==> config.mk <==
export PLATFORM = sky130hd
export DESIGN_NAME = rep3_serial_tx_flat
export DESIGN_NICKNAME = d
export VERILOG_FILES = /design/src/rtl/rep3_serial_tx_if.sv /design/src/rtl/rep3_serial_tx.sv /design/src/flat_wrapper.sv
export SDC_FILE = /design/constraint.sdc
export NUM_CORES = 1
export LEC_CHECK = 0
export CAP_MARGIN = 20
export CORE_MARGIN = 2
export CORE_UTILIZATION = 49
export DETAILED_ROUTE_END_ITERATION = 10
export PLACE_DENSITY = 0.75
export SETUP_SLACK_MARGIN = 0.2
export SYNTH_ARGS = -nofsm -noshare
export SYNTH_HDL_FRONTEND = slang
export SYNTH_SLANG_ARGS = --single-unit
==> constraint.sdc <==
create_clock -name clk -period 2.5 [get_ports clk]
set_clock_uncertainty 0.1 [all_clocks]
set_input_delay 0.75 -clock clk [delete_from_list [all_inputs] [get_ports clk]]
set_output_delay 0.75 -clock clk [all_outputs]
set_load 0.01 [all_outputs]
==> src/rtl/rep3_serial_tx_if.sv <==
// Word handshake into the repetition-3 transmitter and its serial-side status outputs.
// The producer drives in_valid/data_in; the transmitter drives in_ready, tx_out, tx_active and done.
interface rep3_serial_tx_if #(
  parameter int DATA_WIDTH = 8
);
  logic                  in_valid;
  logic [DATA_WIDTH-1:0] data_in;
  logic                  in_ready;
  logic                  tx_out;
  logic                  tx_active;
  logic                  done;

  modport master (
    output in_valid,
    output data_in,
    input  in_ready,
    input  tx_out,
    input  tx_active,
    input  done
  );

  modport slave (
    input  in_valid,
    input  data_in,
    output in_ready,
    output tx_out,
    output tx_active,
    output done
  );
endinterface

==> src/rtl/rep3_serial_tx.sv <==
// Frames a word as start/data(LSB first)/stop with every symbol held 3 cycles; first line sample the cycle after accept.
// Accepts only in IDLE (3W+7 cycle minimum period); in_valid is ignored while a frame is on the line.
module rep3_serial_tx #(
  parameter int DATA_WIDTH = 8
) (
  input logic           clk,
  input logic           rst,
  rep3_serial_tx_if.slave bus
);
  localparam int BW = (DATA_WIDTH > 1) ? $clog2(DATA_WIDTH) : 1;
  localparam logic [BW-1:0] LAST_BIT = BW'(DATA_WIDTH - 1);

  typedef enum logic [1:0] {
    IDLE  = 2'd0,
    START = 2'd1,
    DATA  = 2'd2,
    STOP  = 2'd3
  } state_t;

  state_t                state, state_nxt;
  logic [1:0]            rep_cnt, rep_nxt;
  logic [BW-1:0]         bit_cnt, bit_nxt;
  logic [DATA_WIDTH-1:0] shift_reg, shift_nxt;
  logic                  tx_q, tx_nxt;
  logic                  done_q, done_nxt;
  logic                  accept;
  logic                  rep_wrap;

  assign bus.in_ready  = (state == IDLE) && !rst;
  assign accept        = bus.in_valid && bus.in_ready;
  assign rep_wrap      = (rep_cnt == 2'd2);

  assign bus.tx_out    = tx_q;
  assign bus.tx_active = (state != IDLE);
  assign bus.done      = done_q;

  always_comb begin
    state_nxt = state;
    rep_nxt   = rep_cnt;
    bit_nxt   = bit_cnt;
    shift_nxt = shift_reg;
    done_nxt  = 1'b0;

    case (state)
      IDLE: begin
        if (accept) begin
          state_nxt = START;
          shift_nxt = bus.data_in;
          rep_nxt   = 2'd0;
          bit_nxt   = '0;
        end
      end
      START: begin
        rep_nxt = rep_wrap ? 2'd0 : rep_cnt + 2'd1;
        if (rep_wrap) begin
          state_nxt = DATA;
          bit_nxt   = '0;
        end
      end
      DATA: begin
        rep_nxt = rep_wrap ? 2'd0 : rep_cnt + 2'd1;
        if (rep_wrap) begin
          shift_nxt = shift_reg >> 1;
          if (bit_cnt == LAST_BIT) begin
            state_nxt = STOP;
            bit_nxt   = '0;
          end else begin
            bit_nxt = bit_cnt + 1'b1;
          end
        end
      end
      STOP: begin
        rep_nxt = rep_wrap ? 2'd0 : rep_cnt + 2'd1;
        if (rep_wrap) begin
          state_nxt = IDLE;
          done_nxt  = 1'b1;
        end
      end
      default: state_nxt = IDLE;
    endcase
  end

  // Line level is decided from the next state so tx_out comes straight from a flop.
  always_comb begin
    tx_nxt = 1'b1;
    case (state_nxt)
      START:   tx_nxt = 1'b0;
      DATA:    tx_nxt = shift_nxt[0];
      default: tx_nxt = 1'b1;
    endcase
  end

  always_ff @(posedge clk) begin
    if (rst) begin
      state     <= IDLE;
      rep_cnt   <= 2'd0;
      bit_cnt   <= '0;
      shift_reg <= '0;
      tx_q      <= 1'b1;
      done_q    <= 1'b0;
    end else begin
      state     <= state_nxt;
      rep_cnt   <= rep_nxt;
      bit_cnt   <= bit_nxt;
      shift_reg <= shift_nxt;
      tx_q      <= tx_nxt;
      done_q    <= done_nxt;
    end
  end
endmodule

==> src/flat_wrapper.sv <==
// flat-port wrapper written by rule: the top's interface ports become plain ports
module rep3_serial_tx_flat 
#(
  parameter int DATA_WIDTH = 8
)
  (clk, rst, bus_in_valid, bus_data_in, bus_in_ready, bus_tx_out, bus_tx_active, bus_done);
  rep3_serial_tx_if #(.DATA_WIDTH(DATA_WIDTH)) bus_i ();
  input logic clk;
  input logic rst;
  input wire logic [$bits(bus_i.in_valid)-1:0] bus_in_valid;
  input wire logic [$bits(bus_i.data_in)-1:0] bus_data_in;
  output wire logic [$bits(bus_i.in_ready)-1:0] bus_in_ready;
  output wire logic [$bits(bus_i.tx_out)-1:0] bus_tx_out;
  output wire logic [$bits(bus_i.tx_active)-1:0] bus_tx_active;
  output wire logic [$bits(bus_i.done)-1:0] bus_done;
  assign bus_i.in_valid = bus_in_valid;
  assign bus_i.data_in = bus_data_in;
  assign bus_in_ready = bus_i.in_ready;
  assign bus_tx_out = bus_i.tx_out;
  assign bus_tx_active = bus_i.tx_active;
  assign bus_done = bus_i.done;
  rep3_serial_tx #(.DATA_WIDTH(DATA_WIDTH)) u_core (.clk(clk), .rst(rst), .bus(bus_i));
endmodule
# == Word level (Yosys, flattened, before mapping) ==
# Index checks and enable logic that the tools add are counted.
# word_totals
regBits,17
latch_bits,0
ramBits,0
mem_bits_ro,0
in_bits,11
output_inout_bits,4
mem_count,0
# classes
add_sub_neg,2
n_mul,0
n_div,0
n_lt_le_gt_ge,0
n_eq_ne,10
n_shift,0
muxes,19
bitwise_logic,1
n_reduce_logical,11
# op_table
op,n
two-way mux 8 bit,2
case mux 8 bit (2 select lines),1
two-way mux 2 bit,7
two-way mux 3 bit,4
case mux 3 bit (3 select lines),1
"== test 2 bit, second input constant",4
case mux 2 bit (4 select lines),1
"!= test 2 x 1 -> 1 bit, second input constant",3
"== test 2 x 1 -> 1 bit, second input constant",2
case mux 2 bit (2 select lines),1
AND reduction 4 bit,1
nonzero test 2 bit,2
"adder 3 x 1 -> 3 bit, second input constant",1
"== test 3 bit, second input constant",1
AND reduction 3 bit,1
nonzero test 3 bit,1
OR reduction 3 bit,1
"adder 2 x 1 -> 2 bit, second input constant",1
logical AND 1 bit,2
logical NOT 2 bit,1
case mux 1 bit (2 select lines),1
OR reduction 2 bit,1
logical NOT 1 bit,1
two-way mux 1 bit,1
NOT 1 bit,1

# == Longest topological paths before layout ==
# logic_depth
word_depth,7
mapped_depth,5

# == Worst setup path before layout ==
# Ideal clock, no wire load.
# synth_path
kind,input -> register
from,in rst
to,"reg u_core.tx_q, in the netlist u_core.bus.tx_out"
t_arrival_ns,1.928
required_time_ns,2.276
setup_slack_ns,0.348
cell_stages,5
n_path_buf,1
path_cell_list,buf_2 -> nor4b_4 -> nor2_4 -> a2111oi_4 -> o21bai_1
# synth_between
elab_chain_len,7
word_cells_on_any_way,10
cone_classes,eq/ne: 2; mux: 5; reduce/logical: 3
# synth_rtl
item,line,rtl
start: declaration,flat_wrapper.sv:9,input logic rst;
logical NOT 1 bit,rep3_serial_tx.sv:29,assign bus.in_ready = (state == IDLE) && !rst;
logical AND 1 bit,rep3_serial_tx.sv:29,
logical AND 1 bit,rep3_serial_tx.sv:30,assign accept = bus.in_valid && bus.in_ready;
two-way mux 2 bit,rep3_serial_tx.sv:46,if (accept) begin
case mux 2 bit (4 select lines),rep3_serial_tx.sv:44,case (state)
== test 2 bit or == test 2 x 1 -> 1 bit (tied branches),rep3_serial_tx.sv:86,case (state_nxt)
case mux 1 bit (2 select lines),rep3_serial_tx.sv:86,
end signal: assignment,rep3_serial_tx.sv:106,tx_q <= tx_nxt;
end: declaration,rep3_serial_tx.sv:24,"logic tx_q, tx_nxt;"
# Parallel ways exist; a longest one is shown, timed or not. The select of a mux whose other input is x is not followed.
# A chain may end at the register's enable or synchronous reset.

# == Worst setup path after layout ==
# layout_path
from,reg u_core.state[1]
to,out bus_tx_active
# layout_between
elab_chain_len,1
# layout_rtl
item,line,rtl
start: declaration,rep3_serial_tx.sv:20,"state_t state, state_nxt;"
start signal: assignment,rep3_serial_tx.sv:102,state <= state_nxt;
nonzero test 2 bit,rep3_serial_tx.sv:34,assign bus.tx_active = (state != IDLE);
end: declaration,flat_wrapper.sv:14,output wire logic [$bits(bus_i.tx_active)-1:0] bus_tx_active;
# Every way passes these cells.

==> metrics.md <==
| Metric | Value |
|---|---|
| P&R area growth vs syn | 25.7% |
| Required time of the worst setup path | 1.65 ns |
| Worst Path Class, Setup | reg -> out |
| Fin area | 1020 um^2 |
| I/O pin total | 15 |
| CTS Root Cell | clkbuf_4 |
| Post-CTS setup buffers | 0 |
| Critical Path Sink Type | output port |
| Leak | 0.406 nW |
| Place WS | -0.373 ns |
| Gr usage total | 0.180 |
| Core area | 1520 um^2 |
| Final min period | 2.23 ns |
| CTS Sinks | 17 |
| Worst skew pair latency | 0.29 ns |
| Setup crit start | u_core.state[1] |
| Power Dens Cells | 512 nW/um^2 |
| Synthesized flop and latch total | 17 |
| RSZ-0062 raised after global routing | false |
| Mux share of post-synthesis cell area | 0.0372 |
| CTS tree | yes |
| Antenna Cells | 0 |
| Worst setup path end | bus_tx_active |
| Clk slew on worst S/H paths | 0.10 ns |
| R2r worst-path depth | 5 |
| Netlist Area Pre-Place | 808 um^2 |
| Setup WS post-layout | 0.273 ns |
| Compound-Gate Fraction of Synth Area | 0.204 |
| Height of the die | 44.6 um |
| Crit start category | flop |
| Largest fanout on the critical path | 11 |
| Yosys top cell by area | dfxtp_1 |
| Total congestion overflow | 0 |
| Die width | 44.6 um |
| Largest net degree at the start of global routing | 19 |
| Fin Hold WS | 0.360 ns |
| DR pass1 iterations | 4 |
| Crit path largest cell delay | 0.52 ns |
| Synth Area in Adders | 0.0310 |
| DRT iter0 DRCs | 6 |
| R2R Setup Slk | 0.78 ns |
| Die footprint | 1990 um^2 |
| Initial antenna violation count | 0 |
| CP arrival | 1.38 ns |
| DRC | 0 |
| Total Wirelength | 1520 um |
| Worst R2R Start | u_core.bit_cnt[0] |
| Cell Area, Placed | 982 um^2 |
| Synth Area in XOR/XNOR | 0.0217 |
| Number of H-tree levels | 1 |
| Final Max Tran Viols | 0 |
| Netlist cell types | 30 |
| Vias in the first global route | 621 |
| Share of synthesized cell area in and, or, nand and nor gates | 0.232 |
| First-pass GRT wire length | 2620 um |
| Per-cell routed wire length | 13.0 um |
| Standard-cell rows | 14 |
| Yosys warns | 0 |
| Fin util | 0.667 |
| Post-synth top area share | 0.421 |
| Starting Density | 0.530 |
| WHS Path Cells | 2 |
| Vias per inst | 5.62 |
| Final setup fails | 0 |
| Hold Crit Class | reg -> reg |
| Final hold viol count | 0 |
| Mapped Cells | 81 |
| Max reg flops | 8 |
| # port buffers | 14 |
| Gpl congestion | 0.734 |
| Clock Path Buffers | 2 |
| Tightest Pin Transition | 0.423 ns |
| Final period utilization | 0.891 |
| Synth top area cells | dfxtp_1, a22oi_1, a21oi_1 |
| Status | finished, final reports clean |
| Mapped Nets | 94 |
| Fmax achieved | 449 MHz |
| CP max stage cell | clkdlybuf4s50_1 |
| Total CTS buffers | 3 |
| Layout cells sized above 1 | 0.238 |
| Post-synthesis sequential area ratio | 0.421 |
| VDD IR max | 0.000354 V |
| Slew headroom | 0.717 |
| Post-DP HPWL | 1150 um |
| Mean Syn Cell Area | 9.98 um^2 |
| # hold bufs at CTS | 0 |
| Nets | 115 |
| Total vias in the final route | 658 |
| Post-route antenna net violation count | 0 |
| Max-cap violations | 0 |
| Crit path cell chain | nor2_2 -> inv_1 -> clkdlybuf4s50_1 |
| End of the worst register-to-register path | u_core.bus.tx_out |
| Largest family of logic cells by synthesized area | simple AND/OR/NAND/NOR gates |
| Hold_sp | u_core.shift_reg[5] |
## critical path, delay by kind of cell, from the launching register on
family	cells	cell delay, ns
simple gates	1	0.07
buf+inv	2	0.57
flops	1	0.44
## synth_stat cells
library cell and n:
dfxtp_1 17, nor2_1 10, a21oi_1 8, a22oi_1 8
nand2_1 6, mux2i_1 3, nor3_1 3, and4bb_2 2
buf_2 2, ha_1 2, a2111oi_4 1, a221o_2 1
a22o_2 1, a2bb2oi_1 1, and2_1 1, and3b_2 1
buf_6 1, clkbuf_1 1, clkbuf_8 1, inv_1 1
nand2b_1 1, nand3b_1 1, nor2_4 1, nor2b_1 1
nor3b_1 1, nor4b_1 1, nor4b_4 1, o21bai_1 1
xnor2_1 1, xor2_1 1
## placed cells by master (no fill, tap or decap), types with 2 or more instances in the layout
cell             netlist  final
clkbuf_4               0      3
ha_1                   2      2
a22oi_1                8      8
and4bb_2               2      2
dfxtp_1               17     15
nor3_1                 3      2
nand2_1                6      6
clkdlybuf4s50_1        0     12
mux2i_1                3      3
buf_4                  0      7
a21oi_1                8      8
nor2_1                10      9
## logic make-up (layout without fill, tap and decap cells)
| group | after synthesis | after routing |
|---|---|---|
| AND/OR/NAND/NOR | 30 | 30 |
| AO/OA/AOI/OAI | 21 | 21 |
| flip-flops | 17 | 17 |
| buffers and inverters | 6 | 26 |
| multiplexers | 3 | 3 |
| adder cells (fa/ha/maj) | 2 | 2 |
| XOR/XNOR | 2 | 2 |
## per-stage QoR
stage / setup TNS, ns / instances / power [W]
global placement: -0.363 / 113 / 0.000377
detailed placement: -0.407 / 113 / 0.000379
finish: 0 / 117 / 0.000520
CTS: 0 / 117 / 0.000526
global route: 0 / 117 / 0.000550
floorplan: 0 / 81 / 0.000340
## worst min-delay path by stage
stage	endpoint	slack, ns
final	u_core.shift_reg[5]	0.36
after global routing	u_core.shift_reg[2]	0.38
after CTS	u_core.shift_reg[5]	0.36
after detailed placement	u_core.shift_reg[5]	0.35
after global placement	u_core.shift_reg[4]	0.34
after floorplan	u_core.shift_reg[1]	0.34
## layer usage
layer | share of wire | up-vias | GRT usage
met1 | 0.46 | 312 | 0.226
met2 | 0.48 | 11 | 0.290
met5 | 0 | - | 0
met4 | 0.025 | 0 | 0.0909
li1 | - | 331 | -
met3 | 0.028 | 4 | 0.0367
## where the power goes
group          switching (W)  internal (W)   total, W
registers         0.00000785      0.000280   0.000288
logic              0.0000348     0.0000478  0.0000826
clock network      0.0000900     0.0000595   0.000150
## layout make-up
type                            count  area (um^2)
Clock buffer                        3         22.5
Clock inverter                      1         5.00
Fill cell                         120          508
Inverter                            1         3.75
Multi-Input combinational cell     58          433
Sequential cell                    17          345
Tap cell                           16         20.0
Timing Repair Buffer               21          186
## repair_timing
action	in CTS	in global routing
setup endpoints to repair	2	1
pin swaps	1	0
resized for setup	8	2
endpoints found under the hold margin	0	0
No activity file was read; power rests on OpenSTA's default activity.
